File: config.mk
export PLATFORM = sky130hd
export DESIGN_NAME = core_ibex_dbg_stim_ctrl_flat
export DESIGN_NICKNAME = d
export VERILOG_FILES = /design/src/rtl/core_ibex_dbg_stim_ctrl_pkg.sv /design/src/rtl/core_ibex_dbg_stim_ctrl_if.sv /design/src/rtl/core_ibex_dbg_stim_ctrl.sv /design/src/flat_wrapper.sv
export SDC_FILE = /design/constraint.sdc
export NUM_CORES = 1
export LEC_CHECK = 0
export ABC_AREA = 0
export CORE_ASPECT_RATIO = 0.9
export CORE_MARGIN = 2
export CORE_UTILIZATION = 50
export DETAILED_ROUTE_END_ITERATION = 7
export PLACE_DENSITY_LB_ADDON = 0.25
export SYNTH_ARGS = -nofsm -noshare
export SYNTH_HDL_FRONTEND = slang
export SYNTH_SLANG_ARGS = --single-unit
File: constraint.sdc
create_clock -name clk -period 4.1 [get_ports clk]
set_clock_uncertainty 0.15 [all_clocks]
set_input_delay 0.82 -clock clk [delete_from_list [all_inputs] [get_ports clk]]
set_output_delay 0.82 -clock clk [all_outputs]
set_load 0.02 [all_outputs]
File: src/rtl/core_ibex_dbg_stim_ctrl_pkg.sv
// rtl/core_ibex_dbg_stim_ctrl_pkg.sv - shared types for the debug/fetch stimulus engine
package core_ibex_dbg_stim_ctrl_pkg;

    typedef enum logic [1:0] {
        DBG_PULSE      = 2'd0,
        DBG_UNTIL_DRET = 2'd1,
        FETCH_OFF      = 2'd2,
        FETCH_ON       = 2'd3
    } dbg_stim_op_e;

    typedef enum logic [1:0] {
        IDLE      = 2'd0,
        PULSE     = 2'd1,
        WAIT_DRET = 2'd2
    } dbg_stim_state_e;

    // Plain-vector FSM encoding kept for legacy consumers of the state bits.
    localparam logic [1:0] StIdle     = 2'd0;
    localparam logic [1:0] StPulse    = 2'd1;
    localparam logic [1:0] StWaitDret = 2'd2;

endpackage

File: src/rtl/core_ibex_dbg_stim_ctrl_if.sv
// rtl/core_ibex_dbg_stim_ctrl_if.sv - command, core-pin and status bundle of the stimulus engine
interface core_ibex_dbg_stim_ctrl_if
    import core_ibex_dbg_stim_ctrl_pkg::*;
#(
    parameter int CntW  = 16,
    parameter int StatW = 8
);
    logic              cmd_valid;
    logic              cmd_ready;
    dbg_stim_op_e      cmd_op;
    logic [CntW-1:0]   cmd_len;
    logic              abort;
    logic              dret;
    logic              core_sleep;
    logic              debug_req;
    logic              fetch_enable;
    logic              done;
    logic              timeout;
    logic              busy;
    logic [StatW-1:0]  dret_cnt;

    modport master (
        output cmd_valid, cmd_op, cmd_len, abort, dret, core_sleep,
        input  cmd_ready, debug_req, fetch_enable, done, timeout, busy, dret_cnt
    );

    modport slave (
        input  cmd_valid, cmd_op, cmd_len, abort, dret, core_sleep,
        output cmd_ready, debug_req, fetch_enable, done, timeout, busy, dret_cnt
    );
endinterface

File: src/rtl/core_ibex_dbg_stim_ctrl.sv
// rtl/core_ibex_dbg_stim_ctrl.sv - cycle-exact debug request / fetch enable sequencer
module core_ibex_dbg_stim_ctrl
    import core_ibex_dbg_stim_ctrl_pkg::*;
#(
    parameter int   CntW         = 16,
    parameter int   StatW        = 8,
    parameter logic FetchOnReset = 1'b1
) (
    input logic                    clk,
    input logic                    rst_n,
    core_ibex_dbg_stim_ctrl_if.slave bus
);

    logic [1:0]       state_q;
    logic [CntW-1:0]  cnt_q;
    logic             cmd_ready_q;
    logic             debug_req_q;
    logic             fetch_enable_q;
    logic             done_q;
    logic             timeout_q;
    logic             busy_q;
    logic [StatW-1:0] dret_cnt_q;

    logic accept;
    assign accept = bus.cmd_valid && cmd_ready_q && (state_q == StIdle);

    always_ff @(posedge clk or negedge rst_n) begin
        if (!rst_n) begin
            state_q        <= StIdle;
            cnt_q          <= '0;
            cmd_ready_q    <= 1'b0;
            debug_req_q    <= 1'b0;
            fetch_enable_q <= FetchOnReset;
            done_q         <= 1'b0;
            timeout_q      <= 1'b0;
            busy_q         <= 1'b0;
            dret_cnt_q     <= '0;
        end else begin
            done_q    <= 1'b0;
            timeout_q <= 1'b0;

            if (bus.dret && (dret_cnt_q != {StatW{1'b1}})) begin
                dret_cnt_q <= dret_cnt_q + 1'b1;
            end

            unique case (state_q)
                StPulse: begin
                    if (bus.abort || (cnt_q == '0)) begin
                        state_q     <= StIdle;
                        debug_req_q <= 1'b0;
                        done_q      <= 1'b1;
                        busy_q      <= 1'b0;
                        cmd_ready_q <= 1'b1;
                    end else begin
                        cnt_q <= cnt_q - 1'b1;
                    end
                end
                StWaitDret: begin
                    // Abort and dret both beat a same-cycle timeout; a zero
                    // length parks cnt at 0 and never reaches the timeout test.
                    if (bus.abort || bus.dret || (cnt_q == CntW'(1))) begin
                        state_q     <= StIdle;
                        debug_req_q <= 1'b0;
                        done_q      <= 1'b1;
                        timeout_q   <= !bus.abort && !bus.dret;
                        busy_q      <= 1'b0;
                        cmd_ready_q <= 1'b1;
                    end else if (cnt_q != '0) begin
                        cnt_q <= cnt_q - 1'b1;
                    end
                end
                default: begin
                    state_q     <= StIdle;
                    cmd_ready_q <= 1'b1;
                    if (accept) begin
                        unique case (bus.cmd_op)
                            DBG_PULSE: begin
                                state_q     <= StPulse;
                                debug_req_q <= 1'b1;
                                busy_q      <= 1'b1;
                                cmd_ready_q <= 1'b0;
                                cnt_q       <= (bus.cmd_len == '0) ? '0 : bus.cmd_len - 1'b1;
                            end
                            DBG_UNTIL_DRET: begin
                                state_q     <= StWaitDret;
                                debug_req_q <= 1'b1;
                                busy_q      <= 1'b1;
                                cmd_ready_q <= 1'b0;
                                cnt_q       <= bus.cmd_len;
                            end
                            FETCH_OFF: begin
                                fetch_enable_q <= 1'b0;
                                done_q         <= 1'b1;
                            end
                            FETCH_ON: begin
                                fetch_enable_q <= 1'b1;
                                done_q         <= 1'b1;
                            end
                        endcase
                    end
                end
            endcase
        end
    end

    assign bus.cmd_ready    = cmd_ready_q;
    assign bus.debug_req    = debug_req_q;
    assign bus.fetch_enable = fetch_enable_q;
    assign bus.done         = done_q;
    assign bus.timeout      = timeout_q;
    assign bus.busy         = busy_q;
    assign bus.dret_cnt     = dret_cnt_q;

endmodule

File: src/flat_wrapper.sv
// flat-port wrapper written by rule: the top's interface ports become plain ports
module core_ibex_dbg_stim_ctrl_flat import core_ibex_dbg_stim_ctrl_pkg::*;
#(
    parameter int   CntW         = 16,
    parameter int   StatW        = 8,
    parameter logic FetchOnReset = 1'b1
)
  (clk, rst_n, bus_cmd_valid, bus_cmd_op, bus_cmd_len, bus_abort, bus_dret, bus_core_sleep, bus_cmd_ready, bus_debug_req, bus_fetch_enable, bus_done, bus_timeout, bus_busy, bus_dret_cnt);
  core_ibex_dbg_stim_ctrl_if #(.CntW(CntW), .StatW(StatW)) bus_i ();
  input logic clk;
  input logic rst_n;
  input wire logic [$bits(bus_i.cmd_valid)-1:0] bus_cmd_valid;
  input wire logic [$bits(bus_i.cmd_op)-1:0] bus_cmd_op;
  input wire logic [$bits(bus_i.cmd_len)-1:0] bus_cmd_len;
  input wire logic [$bits(bus_i.abort)-1:0] bus_abort;
  input wire logic [$bits(bus_i.dret)-1:0] bus_dret;
  input wire logic [$bits(bus_i.core_sleep)-1:0] bus_core_sleep;
  output wire logic [$bits(bus_i.cmd_ready)-1:0] bus_cmd_ready;
  output wire logic [$bits(bus_i.debug_req)-1:0] bus_debug_req;
  output wire logic [$bits(bus_i.fetch_enable)-1:0] bus_fetch_enable;
  output wire logic [$bits(bus_i.done)-1:0] bus_done;
  output wire logic [$bits(bus_i.timeout)-1:0] bus_timeout;
  output wire logic [$bits(bus_i.busy)-1:0] bus_busy;
  output wire logic [$bits(bus_i.dret_cnt)-1:0] bus_dret_cnt;
  assign bus_i.cmd_valid = bus_cmd_valid;
  assign bus_i.cmd_op = bus_cmd_op;
  assign bus_i.cmd_len = bus_cmd_len;
  assign bus_i.abort = bus_abort;
  assign bus_i.dret = bus_dret;
  assign bus_i.core_sleep = bus_core_sleep;
  assign bus_cmd_ready = bus_i.cmd_ready;
  assign bus_debug_req = bus_i.debug_req;
  assign bus_fetch_enable = bus_i.fetch_enable;
  assign bus_done = bus_i.done;
  assign bus_timeout = bus_i.timeout;
  assign bus_busy = bus_i.busy;
  assign bus_dret_cnt = bus_i.dret_cnt;
  core_ibex_dbg_stim_ctrl #(.CntW(CntW), .StatW(StatW), .FetchOnReset(FetchOnReset)) u_core (.clk(clk), .rst_n(rst_n), .bus(bus_i));
endmodule
-- Word level (Yosys, flattened, before mapping)
Cells that the tools add are included.
- register bits: 31
- bits in latches: 0
- RAM bits: 0
- memory bits (read-only): 0
- output and inout bits: 14
- word-level logic and storage cells: 79
- memories kept: 0
- add/sub/neg operators: 3
- $mul: 0
- div/mod/pow operators: 0
- order comparisons: 0
- equality and inequality tests: 12
- shift operators: 0
- muxes and demuxes: 30
- bitwise operators: 1
- reductions and logical operators: 25
- operators with widths (cell ; count):
    two-way mux 16 bit ; 5
    case mux 16 bit (2 select lines) ; 2
    zero test 16 bit ; 2
    subtractor 16 x 1 -> 16 bit (second input constant) ; 2
    == test 16 x 1 -> 1 bit (second input constant) ; 1
    nonzero test 16 bit ; 1
    two-way mux 1 bit ; 14
    adder 8 x 1 -> 8 bit (second input constant) ; 1
    != test 8 bit (second input constant) ; 1
    case mux 1 bit (2 select lines) ; 4
    case mux 2 bit (2 select lines) ; 2
    == test 2 bit (second input constant) ; 3
    two-way mux 2 bit ; 3
    != test 2 x 1 -> 1 bit (second input constant) ; 3
    nonzero test 3 bit ; 2
    OR reduction 2 bit ; 3
    AND reduction 5 bit ; 1
    == test 2 x 1 -> 1 bit (second input constant) ; 2
    logical AND 1 bit ; 4
    zero test 2 bit ; 2
    != test 2 bit (second input constant) ; 2
    AND reduction 4 bit ; 1
    nonzero test 4 bit ; 1
    logical OR 1 bit ; 3
    other kinds (5) ; 6

-- Longest topological paths before layout
Gate-level depths: netlist of the first run.
- depth after elaboration: 5
- gate-level depth with buffers: 8
- depth with buffers taken out: 7

-- Least setup slack after synthesis of the first run
OpenSTA, ideal clock, no wires.
- kind: input -> register
- start: input port bus_cmd_len[7]
- end: register u_core.cnt_q[14]
- data arrival time: 2609 ps
- path slack: 1274 ps
- stages on the path: 6
- cells stage by stage: or4_4 or3_1 buf_2 or4_1 a211o_1 nand3_2
- cells in the longest elaborated chain, start to end: 5
- elaborated cells between the ends (all ways): 6
- ends and longest elaborated chain (item ; line ; source):
    start, declared ; flat_wrapper.sv:14 ; input wire logic [$bits(bus_i.cmd_len)-1:0] bus_cmd_len;
    subtractor 16 x 1 -> 16 bit / zero test 16 bit (equally long branches) ; core_ibex_dbg_stim_ctrl.sv:82 ; cnt_q <= (bus.cmd_len == '0) ? '0 : bus.cmd_len - 1'b1;
    two-way mux 16 bit (*) ; core_ibex_dbg_stim_ctrl.sv:82 ;
    case mux 16 bit (2 select lines) (*) ; core_ibex_dbg_stim_ctrl.sv:76 ; unique case (bus.cmd_op)
    two-way mux 16 bit (*) ; core_ibex_dbg_stim_ctrl.sv:75 ; if (accept) begin
    case mux 16 bit (2 select lines) (*) ; core_ibex_dbg_stim_ctrl.sv:46 ; unique case (state_q)
    end signal, assigned ; core_ibex_dbg_stim_ctrl.sv:55 ; cnt_q <= cnt_q - 1'b1;
    end signal, assigned ; core_ibex_dbg_stim_ctrl.sv:82 ;
    end signal, assigned ; core_ibex_dbg_stim_ctrl.sv:89 ; cnt_q <= bus.cmd_len;
    end, declared ; core_ibex_dbg_stim_ctrl.sv:15 ; logic [CntW-1:0] cnt_q;
Mark *: on every way between the ends. The rest lies on a longest branch, timed or not. The select of a mux whose other input is x is not followed.
A chain may end at the register's enable or synchronous reset.

-- Worst setup path after layout of the first run
- start: input port bus_cmd_len[6]
- end: register u_core.cnt_q[14]
The elaborated chain is that of the path after synthesis.

==> impl_results.html, run 1 <==
<table>
<tr><th>Metric</th><th>Value</th></tr>
<tr><th colspan="2">Floorplan</th></tr>
<tr><td>Number of core rows</td><td>22</td></tr>
<tr><td>Initial Utilization</td><td>53.2%</td></tr>
<tr><td>Die footprint</td><td>0.00497 mm2</td></tr>
<tr><td>Boundary Pins</td><td>38</td></tr>
<tr><td>Die extent in x</td><td>74.1 um</td></tr>
<tr><td>CORE AREA</td><td>0.00416 mm2</td></tr>
<tr><td>Vertical die dimension</td><td>67.1 um</td></tr>
<tr><th colspan="2">Cells and area</th></tr>
<tr><td>Layout cells sized above 1</td><td>8.04%</td></tr>
<tr><td>Final standard cell utilization of the core</td><td>65.8%</td></tr>
<tr><td>Final Net Count</td><td>317</td></tr>
<tr><td>Antenna cells</td><td>0</td></tr>
<tr><td>Post-synthesis to final-layout area growth</td><td>23.6%</td></tr>
<tr><th colspan="2">Global routing</th></tr>
<tr><td>Via count of the first global-routing pass</td><td>1,861</td></tr>
<tr><td>Overall global routing resource usage</td><td>23.3%</td></tr>
<tr><td>Total global routing overflow</td><td>0</td></tr>
<tr><td>Met2 track demand over resource in global routing</td><td>34.8%</td></tr>
<tr><td>Global routing usage on met3</td><td>3.18%</td></tr>
<tr><td>Largest net degree at the start of global routing</td><td>35</td></tr>
<tr><td>Global-route wire length before repair</td><td>8850 um</td></tr>
<tr><td>Grt met1 use</td><td>34.6%</td></tr>
<tr><td>Initial antenna violation count</td><td>0</td></tr>
<tr><td>GR peak layer</td><td>met2</td></tr>
<tr><th colspan="2">Setup path</th></tr>
<tr><td>Count of buffer and inverter cells on the critical path</td><td>1</td></tr>
<tr><td>Worst reg2reg startpoint</td><td>u_core.cnt_q[7]$_DFFE_PN0P_</td></tr>
<tr><td>Startpoint types</td><td>primary input</td></tr>
<tr><td>Critical path class</td><td>in -&gt; reg</td></tr>
<tr><td>Required time of the worst setup path</td><td>4.17 ns</td></tr>
<tr><td>Count of cells along the worst register-to-register path</td><td>5</td></tr>
<tr><td>Register-to-register path setup slack</td><td>1.52 ns</td></tr>
<tr><td>Maximum fanout along the worst path</td><td>7</td></tr>
<tr><td>Start point of the critical path</td><td>bus_cmd_len[6]</td></tr>
<tr><td>Largest incremental delay on the critical path</td><td>0.56 ns</td></tr>
<tr><td>Endpoint type of the worst setup path</td><td>flip-flop</td></tr>
<tr><td>Highest-delay cell along the critical path</td><td>sky130_fd_sc_hd__or4_4</td></tr>
<tr><td>Reg2reg end</td><td>u_core.cnt_q[14]$_DFFE_PN0P_</td></tr>
<tr><td>Worst EP arrival</td><td>3.14 ns</td></tr>
<tr><td>CP cell instances</td><td>clkdlybuf4s50_1 -&gt; or4_4 -&gt; or3_1 -&gt; or4_1 -&gt; a211o_1 -&gt; nand3_2</td></tr>
<tr><td>Cell family with the largest share of critical-path delay</td><td>simple AND/OR/NAND/NOR gates</td></tr>
<tr><th colspan="2">CTS</th></tr>
<tr><td>Root buffer selected by CTS</td><td>sky130_fd_sc_hd__clkbuf_8</td></tr>
<tr><td>TritonCTS clock tree</td><td>done</td></tr>
<tr><td>Sink Count</td><td>31</td></tr>
<tr><td>Register clock-pin slew on the reported worst setup and hold paths</td><td>0.07 ns</td></tr>
<tr><td>Post-CTS setup buffer count</td><td>0</td></tr>
<tr><td>Post-cts gate resize count</td><td>0</td></tr>
<tr><td>Source-to-sink clock delay at the later pin of the worst-skew pair</td><td>0.28 ns</td></tr>
<tr><td>Number of clock buffers inserted by TritonCTS</td><td>5</td></tr>
<tr><td>H-tree level count</td><td>2</td></tr>
<tr><td>CTS Hold Buffers Added</td><td>0</td></tr>
<tr><td>Clock Tree Buf Depth</td><td>2</td></tr>
<tr><th colspan="2">Logic synthesis</th></tr>
<tr><td>Synthesis-stage register bit count</td><td>31</td></tr>
<tr><td>Nets in the synthesized netlist</td><td>283</td></tr>
<tr><td>Number of distinct library cells after synthesis</td><td>59</td></tr>
<tr><td>Post-Synthesis Cells</td><td>251</td></tr>
<tr><td>Synth Warn #</td><td>0</td></tr>
<tr><td>Share of async-settable or async-resettable flops after synthesis</td><td>100%</td></tr>
<tr><td>Syn_area_per_cell</td><td>8.81 um2</td></tr>
<tr><td>Area of the mapped netlist</td><td>0.00221 mm2</td></tr>
<tr><td>Post-synth top flop</td><td>sky130_fd_sc_hd__dfrtp_1</td></tr>
<tr><td>Share of the yosys chip area belonging to registers</td><td>35.1%</td></tr>
<tr><td>Post-synth EDFFs</td><td>0</td></tr>
<tr><th colspan="2">Timing</th></tr>
<tr><td>Max Fclk</td><td>0.325 GHz</td></tr>
<tr><td>Transition time of the tightest slew-check pin</td><td>0.661 ns</td></tr>
<tr><td>Final Slew Violations</td><td>0</td></tr>
<tr><td>Crit path time final</td><td>3.08 ns</td></tr>
<tr><td>Setup-failing EPs final</td><td>0</td></tr>
<tr><td>Endpoints failing hold</td><td>0</td></tr>
<tr><td>Worst slew margin</td><td>55.9%</td></tr>
<tr><td>Fin Setup TNS</td><td>0 ns</td></tr>
<tr><td>Unrepaired setup endpoints after global routing</td><td>no</td></tr>
<tr><td>Worst hold margin</td><td>0.353 ns</td></tr>
<tr><td>Period utilisation layout</td><td>75.0%</td></tr>
<tr><td>Crit path setup slack, layout</td><td>1.02 ns</td></tr>
<tr><th colspan="2">Detailed routing</th></tr>
<tr><td>Via count</td><td>2,080</td></tr>
<tr><td>Detailed Route WL</td><td>5210 um</td></tr>
<tr><td>Routed wire length per instance</td><td>15.1 um</td></tr>
<tr><td>Number of nets with antenna violations after routing</td><td>0</td></tr>
<tr><td>Number of DRC markers after the initial detailed-route iteration</td><td>192</td></tr>
<tr><td>Number of optimization iterations in the first detailed-route pass</td><td>4</td></tr>
<tr><td>Post-DR vias/cell</td><td>6.01</td></tr>
<tr><td>Post-detailed-route DRC marker count</td><td>0</td></tr>
<tr><th colspan="2">Status</th></tr>
<tr><td>Status</td><td>finished clean</td></tr>
<tr><th colspan="2">Placement</th></tr>
<tr><td>Routability cong.</td><td>0.845</td></tr>
<tr><td>Detailed-placement wirelength estimate</td><td>3890 um</td></tr>
<tr><td>Count of input and output buffers</td><td>36</td></tr>
<tr><td>Pre-CTS worst setup slack</td><td>0.745 ns</td></tr>
<tr><th colspan="2">Min path</th></tr>
<tr><td>Path type of the worst min-delay path</td><td>reg -&gt; reg</td></tr>
<tr><td>Number of cells traversed by the worst hold path</td><td>1</td></tr>
<tr><td>Hold path startpoint</td><td>u_core.bus.dret_cnt[7]$_DFFE_PN0P_</td></tr>
<tr><td>Hold Path Sink</td><td>u_core.bus.dret_cnt[7]$_DFFE_PN0P_</td></tr>
<tr><th colspan="2">Pwr</th></tr>
<tr><td>Power per cell area</td><td>535 mW/mm2</td></tr>
<tr><td>Lkg Pwr</td><td>0.00102 uW</td></tr>
<tr><td>Final Power</td><td>1460 uW</td></tr>
<tr><td>Worst vdd ir</td><td>285 uV</td></tr>
<tr><th colspan="2">Run</th></tr>
<tr><td>Number of max-cap violations</td><td>0</td></tr>
</table>
Yosys cell counts (2+ instances only):
| master | count | area [um2] |
|---|---|---|
| sky130_fd_sc_hd__nand2_1 | 29 | 109 |
| sky130_fd_sc_hd__a32oi_1 | 3 | 26.3 |
| sky130_fd_sc_hd__o311ai_0 | 2 | 17.5 |
| sky130_fd_sc_hd__nor4_1 | 6 | 37.5 |
| sky130_fd_sc_hd__xor2_1 | 2 | 17.5 |
| sky130_fd_sc_hd__o221ai_1 | 2 | 17.5 |
| sky130_fd_sc_hd__or2_2 | 3 | 18.8 |
| sky130_fd_sc_hd__nand4_1 | 7 | 43.8 |
| sky130_fd_sc_hd__o21ai_0 | 8 | 40.0 |
| sky130_fd_sc_hd__or3_1 | 6 | 37.5 |
| sky130_fd_sc_hd__nor2_1 | 12 | 45.0 |
| sky130_fd_sc_hd__buf_2 | 3 | 15.0 |
| sky130_fd_sc_hd__nand3_1 | 8 | 40.0 |
| sky130_fd_sc_hd__nor4b_1 | 5 | 43.8 |
| sky130_fd_sc_hd__nand2b_1 | 2 | 12.5 |
| sky130_fd_sc_hd__o21ai_1 | 2 | 10.0 |
| sky130_fd_sc_hd__nor3b_1 | 5 | 37.5 |
| sky130_fd_sc_hd__nand4b_1 | 2 | 17.5 |
| sky130_fd_sc_hd__o211ai_1 | 6 | 45.0 |
| sky130_fd_sc_hd__o31a_1 | 3 | 26.3 |
| sky130_fd_sc_hd__and3_1 | 3 | 18.8 |
| sky130_fd_sc_hd__a221oi_1 | 3 | 26.3 |
| sky130_fd_sc_hd__inv_1 | 9 | 33.8 |
| sky130_fd_sc_hd__xnor2_1 | 17 | 149 |
| sky130_fd_sc_hd__nor2b_1 | 2 | 12.5 |
| sky130_fd_sc_hd__nand3b_1 | 2 | 15.0 |
| sky130_fd_sc_hd__a21oi_1 | 6 | 30.0 |
| sky130_fd_sc_hd__ha_1 | 8 | 100 |
| sky130_fd_sc_hd__dfrtp_1 | 30 | 751 |
| sky130_fd_sc_hd__a31oi_1 | 7 | 43.8 |
| sky130_fd_sc_hd__or4_1 | 2 | 15.0 |
| sky130_fd_sc_hd__nor3_1 | 10 | 50.1 |
| sky130_fd_sc_hd__o22ai_1 | 2 | 12.5 |
| sky130_fd_sc_hd__a22oi_1 | 2 | 15.0 |
| sky130_fd_sc_hd__clkbuf_1 | 8 | 30.0 |
where the power goes:
part / internal [uW] / switching, uW
clock network: 197 / 119
registers: 425 / 168
logic: 265 / 290
cell type report:
type / instances / area, um2
clock buffer: 6 / 82.6
tap: 60 / 75.1
inverter: 9 / 33.8
timing repair buffer: 39 / 383
multi-input combinational: 199 / 1350
fill: 359 / 1420
clock inverter: 2 / 35.0
sequential: 31 / 777
worst register-to-register path, delay by kind of cell (launching register included):
kind,cells,cell delay (ns)
and+or+nand+nor,5,1.91
DFF,1,0.45
state kept, by name, indices dropped and copies added, names as in the netlist:
register / flops
u_core.bus.dret_cnt: 8
u_core.bus.debug_req: 1
u_core.state_q: 2
u_core.cnt_q: 16
u_core.bus.done: 1
u_core.bus.fetch_enable: 1
u_core.bus.cmd_ready: 1
u_core.bus.timeout: 1
cells by family (layout without fill, tap and decap cells):
family | after synthesis | count (layout) | synth area share [%]
fa+ha+maj | 8 | 8 | 4.53
mux | 1 | 1 | 0.509
flops | 31 | 31 | 35.1
xor+xnor | 19 | 19 | 7.52
compound gates | 59 | 59 | 19.3
simple gates | 112 | 112 | 29.1
buf+inv | 21 | 56 | 3.90
worst max path at each step:
stage | cells after the start | to | slack [ns]
global placement | 6 | u_core.cnt_q[14]$_DFFE_PN0P_ | 0.79
finish | 6 | u_core.cnt_q[14]$_DFFE_PN0P_ | 1.02
global route | 6 | u_core.cnt_q[14]$_DFFE_PN0P_ | 0.96
floorplan | 6 | u_core.cnt_q[14]$_DFFE_PN0P_ | 1.27
CTS | 6 | u_core.cnt_q[14]$_DFFE_PN0P_ | 1.04
detailed placement | 6 | u_core.cnt_q[14]$_DFFE_PN0P_ | 0.75
per-stage QoR:
step	std cells	area, um2
after floorplan	251	2210
after global placement	338	2620
after detailed placement	338	2620
after CTS	346	2740
after global routing	346	2740
final	346	2740
metal layers:
metal | share of wire (%) | vias up
met5 | 0 | -
met2 | 46 | 73
met1 | 47 | 984
met4 | 1.2 | 0
li1 | - | 1018
met3 | 5.8 | 5
layout by cell type (no fill, tap or decap), types with 3 or more instances in the layout:
master / count
sky130_fd_sc_hd__a221oi_1: 3
sky130_fd_sc_hd__o211ai_1: 6
sky130_fd_sc_hd__and3_1: 3
sky130_fd_sc_hd__a31oi_1: 7
sky130_fd_sc_hd__clkbuf_8: 6
sky130_fd_sc_hd__a21oi_1: 6
sky130_fd_sc_hd__o31a_1: 3
sky130_fd_sc_hd__nor3b_1: 5
sky130_fd_sc_hd__dfrtp_1: 30
sky130_fd_sc_hd__nand3_1: 8
sky130_fd_sc_hd__nand2_1: 29
sky130_fd_sc_hd__buf_4: 3
sky130_fd_sc_hd__clkdlybuf4s50_1: 36
sky130_fd_sc_hd__or2_2: 3
sky130_fd_sc_hd__a32oi_1: 3
sky130_fd_sc_hd__nor4_1: 6
sky130_fd_sc_hd__ha_1: 8
sky130_fd_sc_hd__or3_1: 6
sky130_fd_sc_hd__nor2_1: 12
sky130_fd_sc_hd__nor4b_1: 5
sky130_fd_sc_hd__xnor2_1: 17
sky130_fd_sc_hd__nand4_1: 7
sky130_fd_sc_hd__nor3_1: 10
sky130_fd_sc_hd__inv_1: 9
sky130_fd_sc_hd__o21ai_0: 8
Power figures use the tool's default switching activity.
==> run 2, diff against run 1 <==
==> constraint.sdc (replaced) <==
create_clock -name clk -period 2.83 [get_ports clk]
set_clock_uncertainty 0.15 [all_clocks]
set_input_delay 0.566 -clock clk [delete_from_list [all_inputs] [get_ports clk]]
set_output_delay 0.566 -clock clk [all_outputs]
set_load 0.02 [all_outputs]
==> run 2 against run 1 <==
Global-route usage rose by 1.7 points. Sequential power rose by 45%. Final cell count up 5.8%. Power up 49%. Critical path depth is 1 higher. Non-clock buffer count up 20. Register-to-register slack worse by 1.2 ns. Die area stayed put. Highest routed layer unchanged.
==> impl_results.html, run 2 (synthesized netlist as in run 1, its figures left out) <==
<table>
<tr><th>Metric</th><th>Value</th></tr>
<tr><th colspan="2">Status</th></tr>
<tr><td>Status</td><td>finished clean (unchanged)</td></tr>
<tr><th colspan="2">Cells and area</th></tr>
<tr><td>Commonest non-fill, non-tap cells in the layout</td><td>sky130_fd_sc_hd__clkdlybuf4s50_1, sky130_fd_sc_hd__dfrtp_1, sky130_fd_sc_hd__nand2_1, sky130_fd_sc_hd__buf_4, sky130_fd_sc_hd__xnor2_1 (was sky130_fd_sc_hd__clkdlybuf4s50_1, sky130_fd_sc_hd__dfrtp_1, sky130_fd_sc_hd__nand2_1, sky130_fd_sc_hd__xnor2_1, sky130_fd_sc_hd__nor2_1)</td></tr>
<tr><td>Final Net Count</td><td>337 (was 317)</td></tr>
<tr><td>Antenna cells</td><td>0 (unchanged)</td></tr>
<tr><td>Number of fillers in the final layout</td><td>341 (was 359)</td></tr>
<tr><td>Area taken by flip-flops and latches</td><td>777 um2 (unchanged)</td></tr>
<tr><td>Most frequent standard cell in the layout excluding fill and tap cells</td><td>sky130_fd_sc_hd__clkdlybuf4s50_1 (unchanged)</td></tr>
<tr><td>Layout cells sized above 1</td><td>14.1% (was 8.04%)</td></tr>
<tr><td>Post-route cell area</td><td>0.00290 mm2 (was 0.00274 mm2)</td></tr>
<tr><td>Max reg flops</td><td>16 (unchanged)</td></tr>
<tr><td>Area occupied by multi-input gates</td><td>0.00135 mm2 (unchanged)</td></tr>
<tr><td>Register bank with the most flops</td><td>u_core.cnt_q (unchanged)</td></tr>
<tr><td>Post-synthesis to final-layout area growth</td><td>31.0% (was 23.6%)</td></tr>
<tr><th colspan="2">Detailed routing</th></tr>
<tr><td>Via count</td><td>2,200 (was 2,080)</td></tr>
<tr><td>Detailed Route WL</td><td>5450 um (was 5210 um)</td></tr>
<tr><td>Number of nets with antenna violations after routing</td><td>0 (unchanged)</td></tr>
<tr><td>Number of optimization iterations in the first detailed-route pass</td><td>4 (unchanged)</td></tr>
<tr><td>Post-DR vias/cell</td><td>6.01 (about the same)</td></tr>
<tr><td>Routed wire length per instance</td><td>14.9 um (was 15.1 um)</td></tr>
<tr><td>Post-detailed-route DRC marker count</td><td>0 (unchanged)</td></tr>
<tr><td>Number of DRC markers after the initial detailed-route iteration</td><td>287 (was 192)</td></tr>
<tr><th colspan="2">Run</th></tr>
<tr><td>Number of max-cap violations</td><td>0 (unchanged)</td></tr>
<tr><th colspan="2">Timing</th></tr>
<tr><td>Unrepaired setup endpoints after global routing</td><td>no (unchanged)</td></tr>
<tr><td>Endpoints failing hold</td><td>0 (unchanged)</td></tr>
<tr><td>Setup-failing EPs final</td><td>0 (unchanged)</td></tr>
<tr><td>Period utilisation layout</td><td>95.3%</td></tr>
<tr><td>Fin Setup TNS</td><td>0 ns (unchanged)</td></tr>
<tr><td>Worst hold margin</td><td>0.350 ns (was 0.353 ns)</td></tr>
<tr><td>Transition time of the tightest slew-check pin</td><td>0.656 ns (was 0.661 ns)</td></tr>
<tr><td>Max Fclk</td><td>0.371 GHz</td></tr>
<tr><td>Final Slew Violations</td><td>0 (unchanged)</td></tr>
<tr><td>Worst slew margin</td><td>56.3% (was 55.9%)</td></tr>
<tr><td>Crit path time final</td><td>2.70 ns</td></tr>
<tr><th colspan="2">Global routing</th></tr>
<tr><td>Via count of the first global-routing pass</td><td>2,047 (was 1,861)</td></tr>
<tr><td>Largest net degree at the start of global routing</td><td>32 (was 35)</td></tr>
<tr><td>Total global routing overflow</td><td>0 (unchanged)</td></tr>
<tr><td>Initial antenna violation count</td><td>0 (unchanged)</td></tr>
<tr><td>Global-route wire length before repair</td><td>9540 um (was 8850 um)</td></tr>
<tr><td>Overall global routing resource usage</td><td>25.0% (was 23.3%)</td></tr>
<tr><th colspan="2">CTS</th></tr>
<tr><td>CTS Hold Buffers Added</td><td>0 (unchanged)</td></tr>
<tr><td>H-tree level count</td><td>2 (unchanged)</td></tr>
<tr><td>Register clock-pin slew on the reported worst setup and hold paths</td><td>0.07 ns (about the same)</td></tr>
<tr><td>Post-CTS setup buffer count</td><td>0 (unchanged)</td></tr>
<tr><td>Clock Tree Buf Depth</td><td>2 (unchanged)</td></tr>
<tr><td>TritonCTS clock tree</td><td>done (unchanged)</td></tr>
<tr><td>Source-to-sink clock delay at the later pin of the worst-skew pair</td><td>0.29 ns (was 0.28 ns)</td></tr>
<tr><td>Sink Count</td><td>31 (unchanged)</td></tr>
<tr><td>Post-cts gate resize count</td><td>0 (unchanged)</td></tr>
<tr><td>Root buffer selected by CTS</td><td>sky130_fd_sc_hd__clkbuf_8 (unchanged)</td></tr>
<tr><td>Number of clock buffers inserted by TritonCTS</td><td>5 (unchanged)</td></tr>
<tr><th colspan="2">Setup path</th></tr>
<tr><td>Startpoint types</td><td>primary input (unchanged)</td></tr>
<tr><td>Endpoint type of the worst setup path</td><td>flip-flop (unchanged)</td></tr>
<tr><td>Required time of the worst setup path</td><td>2.82 ns (was 4.17 ns)</td></tr>
<tr><td>Critical path class</td><td>in -&gt; reg (unchanged)</td></tr>
<tr><td>Maximum fanout along the worst path</td><td>6 (was 7)</td></tr>
<tr><td>Worst EP arrival</td><td>2.69 ns (was 3.14 ns)</td></tr>
<tr><th colspan="2">Floorplan</th></tr>
<tr><td>Initial Utilization</td><td>53.2% (unchanged)</td></tr>
<tr><td>Boundary Pins</td><td>38 (unchanged)</td></tr>
<tr><td>Vertical die dimension</td><td>67.1 um (unchanged)</td></tr>
<tr><td>Die footprint</td><td>0.00497 mm2 (unchanged)</td></tr>
<tr><td>Die extent in x</td><td>74.1 um (unchanged)</td></tr>
<tr><td>CORE AREA</td><td>0.00416 mm2 (unchanged)</td></tr>
<tr><td>Number of core rows</td><td>22 (unchanged)</td></tr>
<tr><th colspan="2">Placement</th></tr>
<tr><td>Detailed-placement wirelength estimate</td><td>4030 um (was 3890 um)</td></tr>
<tr><td>Count of input and output buffers</td><td>36 (unchanged)</td></tr>
<tr><td>Cell Area, Placed</td><td>0.00278 mm2 (was 0.00262 mm2)</td></tr>
<tr><td>Routability cong.</td><td>0.845 (about the same)</td></tr>
<tr><th colspan="2">Pwr</th></tr>
<tr><td>Combinational Power Share</td><td>39.8% (was 37.9%)</td></tr>
<tr><td>Sequential share of power</td><td>39.4% (was 40.5%)</td></tr>
<tr><td>Clock network fraction of total power</td><td>20.8% (was 21.6%)</td></tr>
<tr><td>Final Power</td><td>2190 uW (was 1460 uW)</td></tr>
<tr><td>Lkg Pwr</td><td>0.00112 uW (was 0.00102 uW)</td></tr>
<tr><td>Power per cell area</td><td>754 mW/mm2 (was 535 mW/mm2)</td></tr>
<tr><td>Cell internal power dissipation</td><td>1320 uW (was 886 uW)</td></tr>
<tr><td>Switch Pwr</td><td>861 uW (was 577 uW)</td></tr>
<tr><td>Worst vdd ir</td><td>328 uV (was 285 uV)</td></tr>
<tr><td>Switching share of power</td><td>39.4% (about the same)</td></tr>
<tr><th colspan="2">Min path</th></tr>
<tr><td>Path type of the worst min-delay path</td><td>reg -&gt; reg (unchanged)</td></tr>
</table>
-- run 2: area by class of cell --
cell class                 instances  area share (%)
multi-input combinational        199            46.5
sequential                        31            26.8
timing repair buffer              59            18.8
clock buffer                       6            2.85
tap                               60            2.59
clock inverter                     2            1.21
inverter                           9            1.17
-- run 2: stage by stage --
step / setup slack (ns) / instances / util [%]
CTS: 0.110 / 366 / 69.7
floorplan: 0.258 / 251 / -
finish: 0.133 / 366 / 69.7
global route: 0.0437 / 366 / 69.7
global placement: -0.106 / 358 / 66.9
detailed placement: -0.177 / 358 / 66.9
-- run 2: final timing paths --
kind	from	end	slack (ns)	cells past startpoint
max in group asynchronous	rst_n	u_core.bus.fetch_enable$_DFFE_PN1P_	1.67	2
setup / recovery	bus_cmd_len[7]	u_core.cnt_q[15]$_DFFE_PN0P_	0.13	7
hold / removal	u_core.bus.dret_cnt[7]$_DFFE_PN0P_	u_core.bus.dret_cnt[7]$_DFFE_PN0P_	0.35	1
min in group asynchronous	rst_n	u_core.bus.dret_cnt[7]$_DFFE_PN0P_	0.52	2
hold reg to reg	u_core.bus.dret_cnt[7]$_DFFE_PN0P_	u_core.bus.dret_cnt[7]$_DFFE_PN0P_	0.35	1
setup reg to reg	u_core.cnt_q[2]$_DFFE_PN0P_	u_core.cnt_q[3]$_DFFE_PN0P_	0.30	5
-- run 2: power groups by stage --
stage | registers [uW] | logic, uW | clock network, uW
6_report | 862 | 869 | 454
5_1_grt | 894 | 961 | 481
4_1_cts | 856 | 868 | 458
3_5_place_dp | 860 | 860 | 0
3_3_place_gp | 848 | 835 | 0
2_1_floorplan | 858 | 500 | 0
-- run 2: routing by layer --
metal | up-vias | wire, um | global-route usage, %
met3 | 11 | 308 | 3.48
li1 | 1064 | - | -
met2 | 82 | 2540 | 39.4
met4 | 0 | 123 | 7.73
met5 | - | 0 | 0
met1 | 1043 | 2480 | 35.6
-- run 2: worst max-delay path: stages --
cell and delay, ns:
sky130_fd_sc_hd__clkdlybuf4s50_1 0.43, sky130_fd_sc_hd__or4_4 0.54, sky130_fd_sc_hd__or3_1 0.35, sky130_fd_sc_hd__buf_4 0.17, sky130_fd_sc_hd__nor4_1 0.34, sky130_fd_sc_hd__xnor2_1 0.18
sky130_fd_sc_hd__o221ai_1 0.12
==> run 3, diff against run 2 <==
--- a/config.mk
+++ b/config.mk
@@ -5,9 +5,8 @@
 export SDC_FILE = /design/constraint.sdc
 export NUM_CORES = 1
 export LEC_CHECK = 0
-export ABC_AREA = 0
 export CORE_ASPECT_RATIO = 0.9
-export CORE_MARGIN = 2
+export CORE_MARGIN = 5
 export CORE_UTILIZATION = 50
 export DETAILED_ROUTE_END_ITERATION = 7
 export PLACE_DENSITY_LB_ADDON = 0.25
==> run 3 against run 2 <==
Worst hold slack improved by 0.0064 ns. Register-to-register slack better by 0.03 ns. Non-clock buffer count grew 2. Die area up 18%. Maximum frequency grew 1.2%. Critical path type unchanged. Largest cell class unchanged.
==> impl_results.html, run 3 (synthesized netlist as in run 1, its figures left out) <==
<table>
<tr><th>Metric</th><th>Value</th></tr>
<tr><th colspan="2">Status</th></tr>
<tr><td>Status</td><td>finished clean (unchanged)</td></tr>
<tr><th colspan="2">Pwr</th></tr>
<tr><td>Cell internal power dissipation</td><td>1270 uW (was 1320 uW)</td></tr>
<tr><td>Final Power</td><td>2110 uW (was 2190 uW)</td></tr>
<tr><td>Lkg Pwr</td><td>0.00112 uW (about the same)</td></tr>
<tr><td>Clock network fraction of total power</td><td>18.4% (was 20.8%)</td></tr>
<tr><td>Switch Pwr</td><td>849 uW (was 861 uW)</td></tr>
<tr><td>Worst vdd ir</td><td>356 uV (was 328 uV)</td></tr>
<tr><td>Sequential share of power</td><td>40.6% (was 39.4%)</td></tr>
<tr><td>Switching share of power</td><td>40.1% (was 39.4%)</td></tr>
<tr><td>Power per cell area</td><td>730 mW/mm2 (was 754 mW/mm2)</td></tr>
<tr><td>Combinational Power Share</td><td>41.0% (was 39.8%)</td></tr>
<tr><th colspan="2">Timing</th></tr>
<tr><td>Setup-failing EPs final</td><td>0 (unchanged)</td></tr>
<tr><td>Final Slew Violations</td><td>0 (unchanged)</td></tr>
<tr><td>Period utilisation layout</td><td>94.2% (was 95.3%)</td></tr>
<tr><td>Unrepaired setup endpoints after global routing</td><td>no (unchanged)</td></tr>
<tr><td>Transition time of the tightest slew-check pin</td><td>0.615 ns (was 0.656 ns)</td></tr>
<tr><td>Max Fclk</td><td>0.375 GHz (was 0.371 GHz)</td></tr>
<tr><td>Crit path time final</td><td>2.66 ns (was 2.70 ns)</td></tr>
<tr><td>Worst slew margin</td><td>59.0% (was 56.3%)</td></tr>
<tr><td>Endpoints failing hold</td><td>0 (unchanged)</td></tr>
<tr><th colspan="2">CTS</th></tr>
<tr><td>Source-to-sink clock delay at the later pin of the worst-skew pair</td><td>0.28 ns (was 0.29 ns)</td></tr>
<tr><td>H-tree level count</td><td>2 (unchanged)</td></tr>
<tr><td>Root buffer selected by CTS</td><td>sky130_fd_sc_hd__clkbuf_8 (unchanged)</td></tr>
<tr><td>TritonCTS clock tree</td><td>done (unchanged)</td></tr>
<tr><td>Clock Tree Buf Depth</td><td>2 (unchanged)</td></tr>
<tr><td>Post-cts gate resize count</td><td>0 (unchanged)</td></tr>
<tr><td>Number of clock buffers inserted by TritonCTS</td><td>5 (unchanged)</td></tr>
<tr><td>Sink Count</td><td>31 (unchanged)</td></tr>
<tr><td>Register clock-pin slew on the reported worst setup and hold paths</td><td>0.07 ns (about the same)</td></tr>
<tr><td>Post-CTS setup buffer count</td><td>0 (unchanged)</td></tr>
<tr><td>CTS Hold Buffers Added</td><td>0 (unchanged)</td></tr>
<tr><th colspan="2">Setup path</th></tr>
<tr><td>Worst EP arrival</td><td>2.74 ns (was 2.69 ns)</td></tr>
<tr><td>Startpoint types</td><td>primary input (unchanged)</td></tr>
<tr><td>Crit path capture</td><td>u_core.cnt_q[14]$_DFFE_PN0P_ (was u_core.cnt_q[15]$_DFFE_PN0P_)</td></tr>
<tr><td>Count of cells along the worst register-to-register path</td><td>5 (unchanged)</td></tr>
<tr><td>Reg2reg end</td><td>u_core.cnt_q[3]$_DFFE_PN0P_ (unchanged)</td></tr>
<tr><td>Worst reg2reg startpoint</td><td>u_core.cnt_q[2]$_DFFE_PN0P_ (unchanged)</td></tr>
<tr><td>Start point of the critical path</td><td>bus_cmd_len[7] (unchanged)</td></tr>
<tr><td>Critical path class</td><td>in -&gt; reg (unchanged)</td></tr>
<tr><td>CP cell instances</td><td>clkdlybuf4s50_1 -&gt; or4_4 -&gt; or3_1 -&gt; or4_1 -&gt; a211o_1 -&gt; nand3_2 (was clkdlybuf4s50_1 -&gt; or4_4 -&gt; or3_1 -&gt; buf_4 -&gt; nor4_1 -&gt; xnor2_1 -&gt; o221ai_1)</td></tr>
<tr><td>Endpoint type of the worst setup path</td><td>flip-flop (unchanged)</td></tr>
<tr><td>Maximum fanout along the worst path</td><td>2 (was 6)</td></tr>
<tr><td>Largest incremental delay on the critical path</td><td>0.54 ns (about the same)</td></tr>
<tr><td>Required time of the worst setup path</td><td>2.91 ns (was 2.82 ns)</td></tr>
<tr><td>Register-to-register path setup slack</td><td>0.33 ns (was 0.30 ns)</td></tr>
<tr><td>Highest-delay cell along the critical path</td><td>sky130_fd_sc_hd__or4_4 (unchanged)</td></tr>
<tr><th colspan="2">Floorplan</th></tr>
<tr><td>Die extent in x</td><td>80.1 um (was 74.1 um)</td></tr>
<tr><td>Number of core rows</td><td>23 (was 22)</td></tr>
<tr><td>Boundary Pins</td><td>38 (unchanged)</td></tr>
<tr><td>Vertical die dimension</td><td>73.1 um (was 67.1 um)</td></tr>
<tr><td>Initial Utilization</td><td>50.6% (was 53.2%)</td></tr>
<tr><td>CORE AREA</td><td>0.00437 mm2 (was 0.00416 mm2)</td></tr>
<tr><td>Die footprint</td><td>0.00586 mm2 (was 0.00497 mm2)</td></tr>
<tr><th colspan="2">Placement</th></tr>
<tr><td>Placed cell count</td><td>362 (was 358)</td></tr>
<tr><td>Routability cong.</td><td>0.859 (was 0.845)</td></tr>
<tr><td>Detailed-placement wirelength estimate</td><td>4120 um (was 4030 um)</td></tr>
<tr><td>Cell Area, Placed</td><td>0.00280 mm2 (was 0.00278 mm2)</td></tr>
<tr><td>Count of input and output buffers</td><td>36 (unchanged)</td></tr>
<tr><th colspan="2">Global routing</th></tr>
<tr><td>Via count of the first global-routing pass</td><td>1,956 (was 2,047)</td></tr>
<tr><td>Total global routing overflow</td><td>0 (unchanged)</td></tr>
<tr><td>Overall global routing resource usage</td><td>19.7% (was 25.0%)</td></tr>
<tr><td>Initial antenna violation count</td><td>0 (unchanged)</td></tr>
<tr><td>Largest net degree at the start of global routing</td><td>32 (unchanged)</td></tr>
<tr><td>Global-route wire length before repair</td><td>9040 um (was 9540 um)</td></tr>
<tr><th colspan="2">Min path</th></tr>
<tr><td>Path type of the worst min-delay path</td><td>reg -&gt; reg (unchanged)</td></tr>
<tr><th colspan="2">Cells and area</th></tr>
<tr><td>Final Net Count</td><td>339 (was 337)</td></tr>
<tr><td>Most frequent standard cell in the layout excluding fill and tap cells</td><td>sky130_fd_sc_hd__clkdlybuf4s50_1 (unchanged)</td></tr>
<tr><td>Layout cells sized above 1</td><td>14.3% (was 14.1%)</td></tr>
<tr><td>Area occupied by multi-input gates</td><td>0.00135 mm2 (unchanged)</td></tr>
<tr><td>Post-synthesis to final-layout area growth</td><td>31.0% (unchanged)</td></tr>
<tr><td>Number of fillers in the final layout</td><td>383 (was 341)</td></tr>
<tr><td>Area taken by flip-flops and latches</td><td>777 um2 (unchanged)</td></tr>
<tr><td>Register bank with the most flops</td><td>u_core.cnt_q (unchanged)</td></tr>
<tr><td>Antenna cells</td><td>0 (unchanged)</td></tr>
<tr><td>Max reg flops</td><td>16 (unchanged)</td></tr>
<tr><td>Post-route cell area</td><td>0.00290 mm2 (unchanged)</td></tr>
<tr><td>Post-Layout Cell Count</td><td>370 (was 366)</td></tr>
<tr><td>Commonest non-fill, non-tap cells in the layout</td><td>sky130_fd_sc_hd__clkdlybuf4s50_1, sky130_fd_sc_hd__dfrtp_1, sky130_fd_sc_hd__nand2_1, sky130_fd_sc_hd__buf_4, sky130_fd_sc_hd__xnor2_1 (unchanged)</td></tr>
<tr><th colspan="2">Detailed routing</th></tr>
<tr><td>Post-DR vias/cell</td><td>5.87 (was 6.01)</td></tr>
<tr><td>Number of optimization iterations in the first detailed-route pass</td><td>5 (was 4)</td></tr>
<tr><td>Detailed Route WL</td><td>5510 um (was 5450 um)</td></tr>
<tr><td>Via count</td><td>2,173 (was 2,200)</td></tr>
<tr><td>Post-detailed-route DRC marker count</td><td>0 (unchanged)</td></tr>
<tr><td>Routed wire length per instance</td><td>14.9 um (about the same)</td></tr>
<tr><td>Number of DRC markers after the initial detailed-route iteration</td><td>193 (was 287)</td></tr>
<tr><td>Number of nets with antenna violations after routing</td><td>0 (unchanged)</td></tr>
<tr><th colspan="2">Run</th></tr>
<tr><td>Number of max-cap violations</td><td>0 (unchanged)</td></tr>
</table>
-- run 3: per-layer routing --
| layer | wire, um | vias to the layer above | track usage [%] |
|---|---|---|---|
| li1 | - | 1070 | - |
| met1 | 2500 | 1020 | 26.9 |
| met2 | 2570 | 74 | 31.5 |
| met3 | 346 | 9 | 4.44 |
| met4 | 80 | 0 | 5.44 |
| met5 | 0 | - | 0 |
-- run 3: worst min-delay path by stage --
stage	startpoint	endpoint	cells past startpoint
finish	u_core.bus.dret_cnt[6]$_DFFE_PN0P_	u_core.bus.dret_cnt[6]$_DFFE_PN0P_	1
global route	u_core.bus.dret_cnt[7]$_DFFE_PN0P_	u_core.bus.dret_cnt[7]$_DFFE_PN0P_	1
CTS	u_core.bus.dret_cnt[7]$_DFFE_PN0P_	u_core.bus.dret_cnt[7]$_DFFE_PN0P_	1
detailed placement	u_core.bus.dret_cnt[7]$_DFFE_PN0P_	u_core.bus.dret_cnt[7]$_DFFE_PN0P_	1
global placement	u_core.bus.dret_cnt[6]$_DFFE_PN0P_	u_core.bus.dret_cnt[6]$_DFFE_PN0P_	1
floorplan	rst_n	u_core.bus.cmd_ready$_DFFE_PN0P_	0
-- run 3: per-stage QoR --
step	hold slack [ns]	worst slack [ns]	setup TNS (ns)	utilization [%]
final	0.356	0.165	0	66.2
after detailed placement	0.347	-0.138	-0.458	64.0
after floorplan	0.120	0.258	0	-
after global placement	0.339	-0.107	-0.338	64.0
after CTS	0.356	0.159	0	66.2
after global routing	0.364	0.0820	0	66.2
-- run 3: area by class of cell --
class,count,area share (%)
clock buffers,8,3.45
inverters,9,1.17
multi-input cells,199,46.5
flip-flops and latches,31,26.8
well taps,62,2.68
repair buffers,61,19.3
-- run 3: power by group through the flow --
stage               Sequential [uW]  Combinational (uW)  Clock, uW
floorplan                       858                 500          0
global route                    897                 938        414
finish                          859                 866        389
CTS                             853                 863        394
global placement                849                 843          0
detailed placement              860                 861          0
-- run 3: worst max-delay path, delay by kind of cell --
kind / cells / cell delay [ns]
simple gates: 4 / 1.46
buf+inv: 1 / 0.43
compound gates: 1 / 0.28
